`config.mk`:
```
export PLATFORM = sky130hd
export DESIGN_NAME = idma_axi_write
export DESIGN_NICKNAME = d
export VERILOG_FILES = /design/src/rtl/idma_axi_write.sv
export SDC_FILE = /design/constraint.sdc
export NUM_CORES = 1
export LEC_CHECK = 0
export ABC_AREA = 1
export BUFFER_PORTS_ARGS = -buffer_cell sky130_fd_sc_hd__buf_2
export CAP_MARGIN = 30
export CORE_AREA = 4 4 177 179
export CTS_CLUSTER_SIZE = 40
export DETAILED_ROUTE_END_ITERATION = 8
export DIE_AREA = 0 0 181 183
export SLEW_MARGIN = 20
export SYNTH_ARGS = -nofsm -noshare
export SYNTH_HDL_FRONTEND = slang
export SYNTH_SLANG_ARGS = --single-unit
```
`constraint.sdc`:
```
create_clock -name clk_i -period 3.3 [get_ports clk_i]
set_input_delay 0.66 -clock clk_i [delete_from_list [all_inputs] [get_ports clk_i]]
set_output_delay 0.66 -clock clk_i [all_outputs]
set_load 0.05 [all_outputs]
```
`src/rtl/idma_axi_write.sv`:
```
// Purpose : AXI write-side shaper for the iDMA backend; turns per-byte buffer data into W beats.
// Latency : combinational W/AW/B paths; state only tracks beat position and outstanding B count.
// Backpres: W valid waits for all masked bytes plus outstanding room; bytes pop only on W handshake.
//
// Ports:
//   clk_i, rst_ni                 clock, async active-low reset
//   w_dp_*                        burst descriptor in (offset/tailer/len), ready pulses on last beat
//   w_dp_rsp_*                    burst response to backend (B pass-through)
//   aw_req_i/aw_valid_i/aw_ready_o  AW meta request, passed straight to axi_aw_*
//   axi_w_*, axi_b_*              AXI W and B channels
//   buffer_out_*                  per-byte read side of the data buffer
//   busy_o                        burst in flight or B responses outstanding
module idma_axi_write #(
  parameter int StrbWidth      = 16,
  parameter int MaxOutstanding = 4,
  parameter int AwWidth        = 64
) (
  input  logic                       clk_i,
  input  logic                       rst_ni,
  // write datapath request
  input  logic                       w_dp_valid_i,
  output logic                       w_dp_ready_o,
  input  logic [$clog2(StrbWidth)-1:0] w_dp_offset_i,
  input  logic [$clog2(StrbWidth)-1:0] w_dp_tailer_i,
  input  logic [7:0]                 w_dp_len_i,
  // burst response
  output logic                       w_dp_rsp_valid_o,
  input  logic                       w_dp_rsp_ready_i,
  output logic [1:0]                 w_dp_rsp_resp_o,
  // AW meta request
  input  logic [AwWidth-1:0]         aw_req_i,
  input  logic                       aw_valid_i,
  output logic                       aw_ready_o,
  // AXI AW
  output logic [AwWidth-1:0]         axi_aw_o,
  output logic                       axi_aw_valid_o,
  input  logic                       axi_aw_ready_i,
  // AXI W
  output logic [8*StrbWidth-1:0]     axi_w_data_o,
  output logic [StrbWidth-1:0]       axi_w_strb_o,
  output logic                       axi_w_last_o,
  output logic                       axi_w_valid_o,
  input  logic                       axi_w_ready_i,
  // AXI B
  input  logic [1:0]                 axi_b_resp_i,
  input  logic                       axi_b_valid_i,
  output logic                       axi_b_ready_o,
  // buffer read side
  input  logic [8*StrbWidth-1:0]     buffer_out_i,
  input  logic [StrbWidth-1:0]       buffer_out_valid_i,
  output logic [StrbWidth-1:0]       buffer_out_ready_o,
  output logic                       busy_o
);

  localparam int OffW  = $clog2(StrbWidth);
  localparam int PendW = $clog2(MaxOutstanding + 1);
  localparam logic [OffW:0]    StrbCnt = StrbWidth[OffW:0];
  localparam logic [PendW-1:0] MaxPend = PendW'(MaxOutstanding);

  logic [7:0]           beat_cnt_q;
  logic                 first_q;
  logic [PendW-1:0]     pending_q;

  logic [StrbWidth-1:0] first_mask, last_mask, mask;
  logic [OffW:0]        tail_shift;
  logic                 is_last, beat_ready, pend_full;
  logic                 w_hs, last_hs, b_hs;

  // AW and B are pure pass-through; only W needs shaping.
  assign axi_aw_o         = aw_req_i;
  assign axi_aw_valid_o   = aw_valid_i;
  assign aw_ready_o       = axi_aw_ready_i;

  assign w_dp_rsp_valid_o = axi_b_valid_i;
  assign w_dp_rsp_resp_o  = axi_b_resp_i;
  assign axi_b_ready_o    = w_dp_rsp_ready_i;

  // Byte-enable masks: first beat drops leading bytes, last beat keeps only tailer bytes.
  assign tail_shift = StrbCnt - {1'b0, w_dp_tailer_i};
  assign first_mask = {StrbWidth{1'b1}} << w_dp_offset_i;
  assign last_mask  = (w_dp_tailer_i == '0) ? {StrbWidth{1'b1}}
                                            : ({StrbWidth{1'b1}} >> tail_shift);

  assign is_last = (beat_cnt_q == w_dp_len_i);

  always_comb begin
    mask = {StrbWidth{1'b1}};
    if (first_q) mask = mask & first_mask;
    if (is_last) mask = mask & last_mask;
  end

  // A beat may only go out once every byte it will strobe is present in the buffer.
  assign beat_ready = &(buffer_out_valid_i | ~mask);
  // Room check applies only when opening a new burst; a started burst always finishes.
  assign pend_full  = (pending_q == MaxPend);

  // rst_ni gating keeps the W/pop handshake dead while reset is asserted,
  // so a burst interrupted by reset never pops further buffer bytes.
  assign axi_w_valid_o = rst_ni & w_dp_valid_i & beat_ready & ~(first_q & pend_full);
  assign axi_w_strb_o  = mask;
  assign axi_w_data_o  = buffer_out_i;
  assign axi_w_last_o  = is_last;

  assign w_hs    = axi_w_valid_o & axi_w_ready_i;
  assign last_hs = w_hs & is_last;
  assign b_hs    = axi_b_valid_i & w_dp_rsp_ready_i;

  assign buffer_out_ready_o = w_hs ? mask : '0;
  assign w_dp_ready_o       = last_hs;
  assign busy_o             = ~first_q | (pending_q != '0);

  always_ff @(posedge clk_i or negedge rst_ni) begin
    if (!rst_ni) begin
      beat_cnt_q <= '0;
      first_q    <= 1'b1;
      pending_q  <= '0;
    end else begin
      if (w_hs) begin
        beat_cnt_q <= last_hs ? 8'd0 : beat_cnt_q + 8'd1;
        first_q    <= last_hs;
      end
      // Simultaneous completion and response cancel out.
      if (last_hs && !b_hs) begin
        pending_q <= pending_q + 1'b1;
      end else if (!last_hs && b_hs && pending_q != '0) begin
        pending_q <= pending_q - 1'b1;
      end
    end
  end

endmodule

```
## After elaboration in Yosys (flattened, before gate mapping)

Cells that the tools add are included.
Widths: inputs -> output; s select.

- $add $sub $neg: 4
- Multiply operators: 0
- Divide/modulo/power cells: 0
- Magnitude comparators: 0
- Eq/ne operators: 2
- Shifts and indexed selects: 2
- Muxes and demuxes: 7
- Bitwise logic cells: 13
- Reductions and logical operators: 9

Operators by type and width:

| kind | count |
|---|---|
| $mux 16 | 4 |
| $and 16x16->16 | 1 |
| $not 16->16 | 1 |
| $or 16x16->16 | 1 |
| $reduce_and 16->1 | 1 |
| $shl 16x4->16 const A | 1 |
| $shr 16x5->16 const A | 1 |
| $add 8x1->8 const B | 1 |
| $eq 8x8->1 | 1 |
| $mux 8 | 1 |
| $and 1x1->1 | 7 |
| $mux 3 | 2 |
| $sub 5x4->5 const A | 1 |
| $logic_not 4->1 | 1 |
| $add 3x1->3 const B | 1 |
| $eq 3x3->1 const B | 1 |
| $logic_and 1x1->1 | 3 |
| $reduce_bool 3->1 | 1 |
| $sub 3x1->3 const B | 1 |
| $logic_not 1->1 | 2 |
| $not 1->1 | 2 |
| $reduce_bool 2->1 | 1 |
| $or 1x1->1 | 1 |

- Bits in registers: 12
- Bits in latches: 0
- Bits in writable memories: 0
- ROM bits: 0
- Input bits: 234
- Output and inout port bits: 234
- Logic and storage cells: 40
- Memories kept: 0

## Depth between registers and ports, before layout

Gate-level depths: netlist (run 1).

- Depth in word-level cells: 17
- Gate-level depth with buffers: 23
- Gate-level depth less buffers: 23

## Worst setup path after synthesis (run 1)

No wires, ideal clock.

- Path kind: input-to-output
- Start point: in w_dp_tailer_i[1]
- End point: out buffer_out_ready_o[11]
- Data arrival time: 3.656 ns
- Required time: 2.640 ns
- Setup slack: -1.016 ns
- Cell stages on the path: 15
- Buffers on the path: 1
- Cells stage by stage: inv_1 > ha_1 > inv_1 > nand2_1 > nand2_1 > nor2_1 > a21boi_0 > nand2_1 > nand2_1 > nor2_1 > nand2_1 > nor2_4 > nand2_2 > buf_6 > a21oi_1

- Cells in the longest elaborated chain, start to end: 12
- Elaborated cells between the ends (all ways): 13
- Those cells by class: add/sub: 1; shift: 1; mux: 3; bitwise: 6; reduce/logical: 2

RTL lines:

| what | RTL line | RTL |
|---|---|---|
| start, declared | 24 | `input logic [$clog2(StrbWidth)-1:0] w_dp_tailer_i,` |
| $sub 5x4->5 | 79 | `assign tail_shift = StrbCnt - {1'b0, w_dp_tailer_i};` |
| $shr 16x5->16 | 82 | `: ({StrbWidth{1'b1}} >> tail_shift);` |
| $mux 16 (*) | 81 | `assign last_mask = (w_dp_tailer_i == '0) ? {StrbWidth{1'b1}}` |
| $and 16x16->16 (*) | 89 | `if (is_last) mask = mask & last_mask;` |
| $mux 16 (*) | 89 |  |
| net axi_w_strb_o[4] | 40 | `output logic [StrbWidth-1:0] axi_w_strb_o,` |
| $not 16->16 (*) | 93 | `assign beat_ready = &(buffer_out_valid_i \| ~mask);` |
| $or 16x16->16 (*) | 93 |  |
| $reduce_and 16->1 (*) | 93 |  |
| $and 1x1->1 (*) (2 in series) | 99 | `assign axi_w_valid_o = rst_ni & w_dp_valid_i & beat_ready & ~(first_q & pend_full);` |
| net axi_w_valid_o | 42 | `output logic axi_w_valid_o,` |
| $and 1x1->1 (*) | 104 | `assign w_hs = axi_w_valid_o & axi_w_ready_i;` |
| $mux 16 (*) | 108 | `assign buffer_out_ready_o = w_hs ? mask : '0;` |
| end, declared | 51 | `output logic [StrbWidth-1:0] buffer_out_ready_o,` |

The timed path passes the listed nets; every way through them passes the cells marked *.

## Final worst setup path (run 1)

- Start point: in w_dp_tailer_i[1]
- End point: out buffer_out_ready_o[15]

- Cells in the longest elaborated chain, start to end: 12
- Elaborated cells between the ends (all ways): 13
- Those cells by class: add/sub: 1; shift: 1; mux: 3; bitwise: 6; reduce/logical: 2

RTL lines:

| what | RTL line |
|---|---|
| $sub 5x4->5 | 79 |
| $shr 16x5->16 | 82 |
| $mux 16 (*) | 81 |
| $and 16x16->16 (*) | 89 |
| $mux 16 (*) | 89 |
| $not 16->16 | 93 |
| $or 16x16->16 | 93 |
| $reduce_and 16->1 | 93 |
| $and 1x1->1 (2 in series) | 99 |
| $and 1x1->1 | 104 |
| $mux 16 (*) | 108 |

Every way passes the cells marked *; elsewhere a longest branch is shown, timed or not.

==> results of run 1 <==
-- worst paths after layout --
kind | start | endpoint | slack, ns | depth (start not counted)
max in group asynchronous | rst_ni | first_q | 2.63 | 2
min in group clk_i | pending_q[2] | pending_q[2] | 0.54 | 2
max reg2reg | beat_cnt_q[4] | pending_q[2] | 0.37 | 23
min | rst_ni | beat_cnt_q[1] | 0.44 | 2
max | w_dp_tailer_i[1] | buffer_out_ready_o[15] | -0.06 | 16
min reg2reg | pending_q[2] | pending_q[2] | 0.54 | 2
-- area by class of cell --
type,instances,area [sq um],area share (%)
inverter,74,299.0,7.821
sequential,12,301.5,7.886
tap,390,488.0,12.76
clock buffer,4,88.84,2.323
multi-input combinational,225,1493,39.04
timing repair buffer,136,1154,30.17
-- what timing repair did --
action	CTS	global route
resized for setup	45	47
gates cloned	2	0
setup endpoints to repair	18	18
buffers inserted	13	4
pin swaps	7	24
-- state kept, by name (all words and copies together), names as in the netlist --
register,flops
first_q,1
pending_q,3
beat_cnt_q,8
-- placed cells by master, fill, tap and decap left out, types with 2 or more instances in the layout --
cell type	netlist	final
nand2_1	93	72
inv_1	65	58
buf_2	1	51
buf_4	198	51
nand2_2	8	23
nor2_1	40	19
nand3_1	27	18
buf_6	1	18
nor2_4	1	17
inv_2	8	12
dfrtp_1	11	11
buf_12	1	10
a21oi_1	16	9
nand3_2	2	9
nor2_2	3	8
nand2_4	2	8
o21ai_0	7	6
a21oi_4	0	4
xor2_1	4	4
clkbuf_16	0	4
buf_8	0	4
a21oi_2	0	3
nand3_4	1	3
nand3b_1	3	3
nand4_1	2	2
inv_4	0	2
nor3_1	2	2
nor4_1	2	2
o31ai_2	2	2
ha_4	0	2
ha_1	4	2
-- critical path, stage by stage --
cell and delay [ns]:
buf_6 0.07, clkinvlp_4 0.11, buf_6 0.15, ha_4 0.25, inv_1 0.03, o21ai_0 0.24
nand3_2 0.11, nand3b_1 0.09, nand2_1 0.07, nor2_1 0.13, nand2_2 0.08, nor2_4 0.12
nand2_4 0.10, buf_12 0.17, a21oi_4 0.15, buf_12 0.16
-- logic make-up after synthesis --
kind of cell	synth area share [%]
buf+inv	55.79
simple gates	26.58
compound gates	5.037
flops	9.337
fa+ha+maj	2.170
xor+xnor	1.085
-- layer usage --
metal | vias to the layer above | part of all wire [%] | track usage [%] | routed length (microns)
met3 | 130 | 16 | 4.720 | 2063
met1 | 1108 | 29 | 6.120 | 3716
met2 | 210 | 45 | 11.27 | 5681
met5 | - | 0.54 | 0 | 68
met4 | 10 | 8.5 | 5.584 | 1071
li1 | 1230 | - | - | -
-- stage by stage --
step | setup TNS, ns | hold slack, ns | area, sq um | util (%) | setup slack, ns
floorplan | -3.871 | 0.3644 | 3460 | - | -0.2593
global placement | -3.533 | 0.5103 | 3227 | 10.92 | -0.2450
detailed placement | -4.002 | 0.5311 | 3227 | 10.92 | -0.2706
CTS | -0.5522 | 0.4601 | 3623 | 12.26 | -0.09742
global route | -2.587 | 0.4704 | 3824 | 12.94 | -0.2073
finish | -0.2757 | 0.4360 | 3824 | 12.94 | -0.05974
-- power groups by stage --
stage	logic (W)	clock network (W)	registers, W
5_1_grt	0.000468	0.000265	0.000209
6_report	0.000417	0.000249	0.000205
2_1_floorplan	0.000905	0	0.000199
3_5_place_dp	0.000390	0	0.000207
3_3_place_gp	0.000381	0	0.000206
4_1_cts	0.000407	0.000256	0.000206
==> impl_metrics.csv, run 1 <==
group,metric,value,unit
synth,syn_area_per_cell,6.307,sq um
worst_setup_path,worst_setup_path_end_kind,"output pin",
power,power_density,227.9,mW/mm^2
layout,area_delta_synth_final,18.40,%
power,leakage,1.863,nW
sta,maxSlewViolCount,0,
layout,fillers,3379,
route,wirelength,12600,microns
global_route,grt_util_all_layers,7.001,%
sta,rsz0062_at_grt,"yes",
layout,final_cells,841,
route,dr.pass1.iters,4,
die,pin_count,468,
clock_network,clock-sinks,12,
layout,final_nets,691,
clock_network,clk_latency,0.24,ns
sta,final_hold_viol_count,0,
synth,netlist_top_cells_count,"buf_4, nand2_1, inv_1",
die,fp.dieW,181,microns
global_route,grt_pass1_wl,17380,microns
run,maxCapViolations,0,
power,switching_share,42.10,%
sta,fin_ws,-0.05974,ns
layout,drive_gt1_share,53.44,%
clock_network,cts-htree-levels,1,
power,switchingPower,0.0003669,W
die,initial_core_util,10.92,%
clock_network,cts_made_buffers,3,
worst_setup_path,cp.arrival,2.70,ns
synth,syn_nets,751,
route,wl_per_cell,14.98,microns
die,die_area,0.03312,sq mm
synth,synth_seq_cells,12,
layout,num_antenna_cells,0,
power,power.internal,0.0005047,W
global_route,antenna_found_initial,5,
synth,synth_area,0.003229,sq mm
synth,ys_async_sr_fraction,100.0,%
clock_network,clockRootBuffer,"clkbuf_16",
route,avgViaCountPerCell,3.196,
synth,synth_ff_type,"dfrtp_1",
worst_setup_path,crit_fanout,7,
route,vias,2688,
worst_setup_path,required,2.64,ns
sta,period_minus_slack,3.360,ns
synth,yosysWarnings,0,
status,violations,"setup timing",
worst_setup_path,crit_type,"input pin to output pin",
sta,fmax,0.2976,GHz
global_route,grt_max_degree,13,
placement,hpwl,10580,microns
clock_network,cts_hold_buf,0,
synth,yosysUniqueCellTypes,32,
die,core_area,0.02956,sq mm
placement,gp_congestion,0.8729,
route,drc,0,
clock_network,max-clock-path-buffers,2,
sta,worst-slew-pin-transition,0.3891,ns
synth,yosysMostFrequentCell,"buf_4",
clock_network,clkTransAtPathRegs,0.04,ns
clock_network,cts_tree,"done",
sta,post-route-period-util,101.8,%
power,combPwrFrac,47.9,%
die,num_rows,63,
synth,synth_area_leaders,"buf_4, nand2_1, dfrtp_1",
global_route,grt_pass1_vias,2733,
power,clock_power_share,28.5,%
synth,yosys.area.top_type_share,46.03,%
sta,finalSetupViolCount,11,
power,power.total,0.0008716,W
die,die_h,183,microns
synth,yosysSeqAreaShare,9.337,%
worst_setup_path,start_kind,"input pin",
synth,yosys.area.top_type,"buf_4",
global_route,grt_overflow,0,
synth,synth_cells,512,
power,p_seq_share,23.6,%
synth,synth_edf_count,0,
route,drtIter0Drc,125,
power,ir_drop,0.1015,mV
placement,portBuffers,75,
sta,skew,0.0007547,ns
route,antenna_left,0,
min_path,holdCritPathClass,"input pin to async pin",
status,outcome,"finished with violations",
sta,relSlewSlack,73.82,%
placement,dp_cells,818,
Note: power is estimated with default switching activity, not from simulation.
==> run 2: changes to the inputs <==
==> constraint.sdc (replaced) <==
create_clock -name clk_i -period 3.7 [get_ports clk_i]
set_input_delay 0.74 -clock clk_i [delete_from_list [all_inputs] [get_ports clk_i]]
set_output_delay 0.74 -clock clk_i [all_outputs]
set_load 0.05 [all_outputs]
==> impl_metrics.csv, run 2 (synthesized netlist as in run 1, its figures left out) <==
group,metric,value,unit
die,fp.dieW,181,microns
clock_network,cts_made_buffers,3,
worst_setup_path,cp.arrival,2.81,ns
global_route,grt_util_all_layers,6.571,%
clock_network,cts-htree-levels,1,
layout,final_common_cell,"nand2_1",
worst_setup_path,crit_type,"input pin to output pin",
sta,post-route-period-util,96.07,%
sta,period_minus_slack,3.554,ns
clock_network,clk_latency,0.24,ns
sta,fin_setup_tns,0,ns
layout,drive_gt1_share,40.87,%
worst_setup_path,crit_buf_inv,5,
route,drc,0,
layout,top_regs,"beat_cnt_q: 8 flops, pending_q: 3 flops, first_q: 1 flops",
sta,maxSlewViolCount,0,
worst_setup_path,slowest_delay,0.23,ns
route,vias,2563,
global_route,grt_overflow,0,
die,initial_core_util,10.92,%
clock_network,clkTransAtPathRegs,0.05,ns
layout,register_area,301.5,sq um
clock_network,clock-sinks,12,
min_path,holdCritPathClass,"input pin to async pin",
worst_setup_path,start_kind,"input pin",
sta,skew,0.003126,ns
worst_setup_path,required,2.96,ns
sta,holdWs,0.4754,ns
clock_network,cts_tree,"done",
sta,relSlewSlack,72.25,%
layout,largest_reg_flops,8,
layout,fillers,3436,
route,wl_per_cell,14.99,microns
worst_setup_path,crit_fanout,6,
global_route,grt_util_met2,10.23,%
run,maxCapViolations,0,
die,pin_count,468,
route,antenna_left,0,
die,die_area,0.03312,sq mm
clock_network,max-clock-path-buffers,2,
power,leakage,1.633,nW
layout,area_delta_synth_final,0.3488,%
global_route,grtUsageMet3,4.324,%
clock_network,clockRootBuffer,"clkbuf_16",
route,dr.pass1.iters,4,
layout,multi_input_area,0.001348,sq mm
layout,final_nets,656,
route,avgViaCountPerCell,3.176,
power,power.total,0.0007386,W
global_route,busiest_layer,"met2",
sta,final_hold_viol_count,0,
worst_setup_path,path_cells,"buf_2 -> clkinvlp_4 -> ha_4 -> inv_4 -> nand2_2 -> nand2_4 -> nor2_4 -> a21oi_4 -> nand2_4 -> a21oi_2 -> nand2_1 -> nor2_1 -> nand2_1 -> nor2_4 -> nand2_4 -> clkbuf_16 -> nor2_4 -> clkbuf_4",
sta,worst-slew-pin-transition,0.4119,ns
layout,largest-register,"beat_cnt_q",
layout,finish.utilization,10.96,%
global_route,use_met1,6.126,%
sta,finalSetupViolCount,0,
power,power_density,227.9,mW/mm^2
route,wirelength,12090,microns
die,num_rows,63,
die,die_h,183,microns
global_route,grt_pass1_wl,16280,microns
sta,fmax,0.2813,GHz
placement,portBuffers,75,
worst_setup_path,crit_family,"simple AND/OR/NAND/NOR gates",
placement,hpwl,10630,microns
layout,final_cells,807,
power,ir_drop,0.1079,mV
placement,gp_congestion,0.8290,
global_route,grt_pass1_vias,2518,
global_route,antenna_found_initial,3,
layout,mostFrequentLayoutCells,"nand2_1, inv_1, buf_2, nand3_1, buf_4",
placement,dp_cells,798,
route,drtIter0Drc,74,
worst_setup_path,worst_setup_path_end_kind,"output pin",
status,outcome,"complete, no violations",
global_route,grt_max_degree,13,
worst_setup_path,slowest_stage,"clkbuf_4",
die,core_area,0.02956,sq mm
[run 2: cell types whose count changed in the layout (fill, tap and decap cells not counted), sizes merged]
cell    change
buf        -39
clkbuf      +4
diode       +1
[run 2: power breakdown]
part,internal [W],leakage [nW],switching [W]
clock network,0.000163,0.0442,0.0000562
logic,0.000112,1.46,0.000226
registers,0.000153,0.128,0.0000281
[run 2: cell type report]
class | count | share of cell area [%]
antenna | 1 | 0.07722
clock buffer | 4 | 2.741
inverter | 74 | 8.803
multi-input combinational | 225 | 41.58
sequential | 12 | 9.305
tap | 390 | 15.06
timing repair buffer | 101 | 22.43
[run 2: through the flow]
| step | setup WS, ns | cell area [sq um] |
|---|---|---|
| global route | -0.001126 | 3241 |
| detailed placement | 0.04127 | 3050 |
| floorplan | -0.01926 | 3446 |
| finish | 0.1455 | 3241 |
| global placement | 0.03000 | 3050 |
| CTS | 0.03691 | 3139 |
[run 2: final timing paths]
| kind | cells past startpoint | slack, ns | endpoint | startpoint |
|---|---|---|---|---|
| max | 18 | 0.15 | buffer_out_ready_o[9] | w_dp_tailer_i[1] |
| min | 2 | 0.48 | beat_cnt_q[3] | rst_ni |
| max reg2reg | 22 | 0.70 | pending_q[2] | beat_cnt_q[3] |
| min reg2reg | 2 | 0.53 | pending_q[2] | pending_q[2] |
| max in group asynchronous | 2 | 2.99 | first_q | rst_ni |
| min in group clk_i | 2 | 0.53 | pending_q[2] | pending_q[2] |
[run 2: routing by layer]
metal	part of all wire, %	wire (microns)	up-vias
met5	0.17	21	-
met4	8.5	1027	4
met3	17	2051	112
met2	43	5216	206
met1	31	3778	1076
li1	-	-	1165
[run 2: repair_timing]
item | in CTS | in global routing
setup buffers | 0 | 3
hold endpoints to repair | 0 | 0
hold buffers | 0 | 0
resized for setup | 0 | 21
endpoints found under the setup margin | 0 | 17
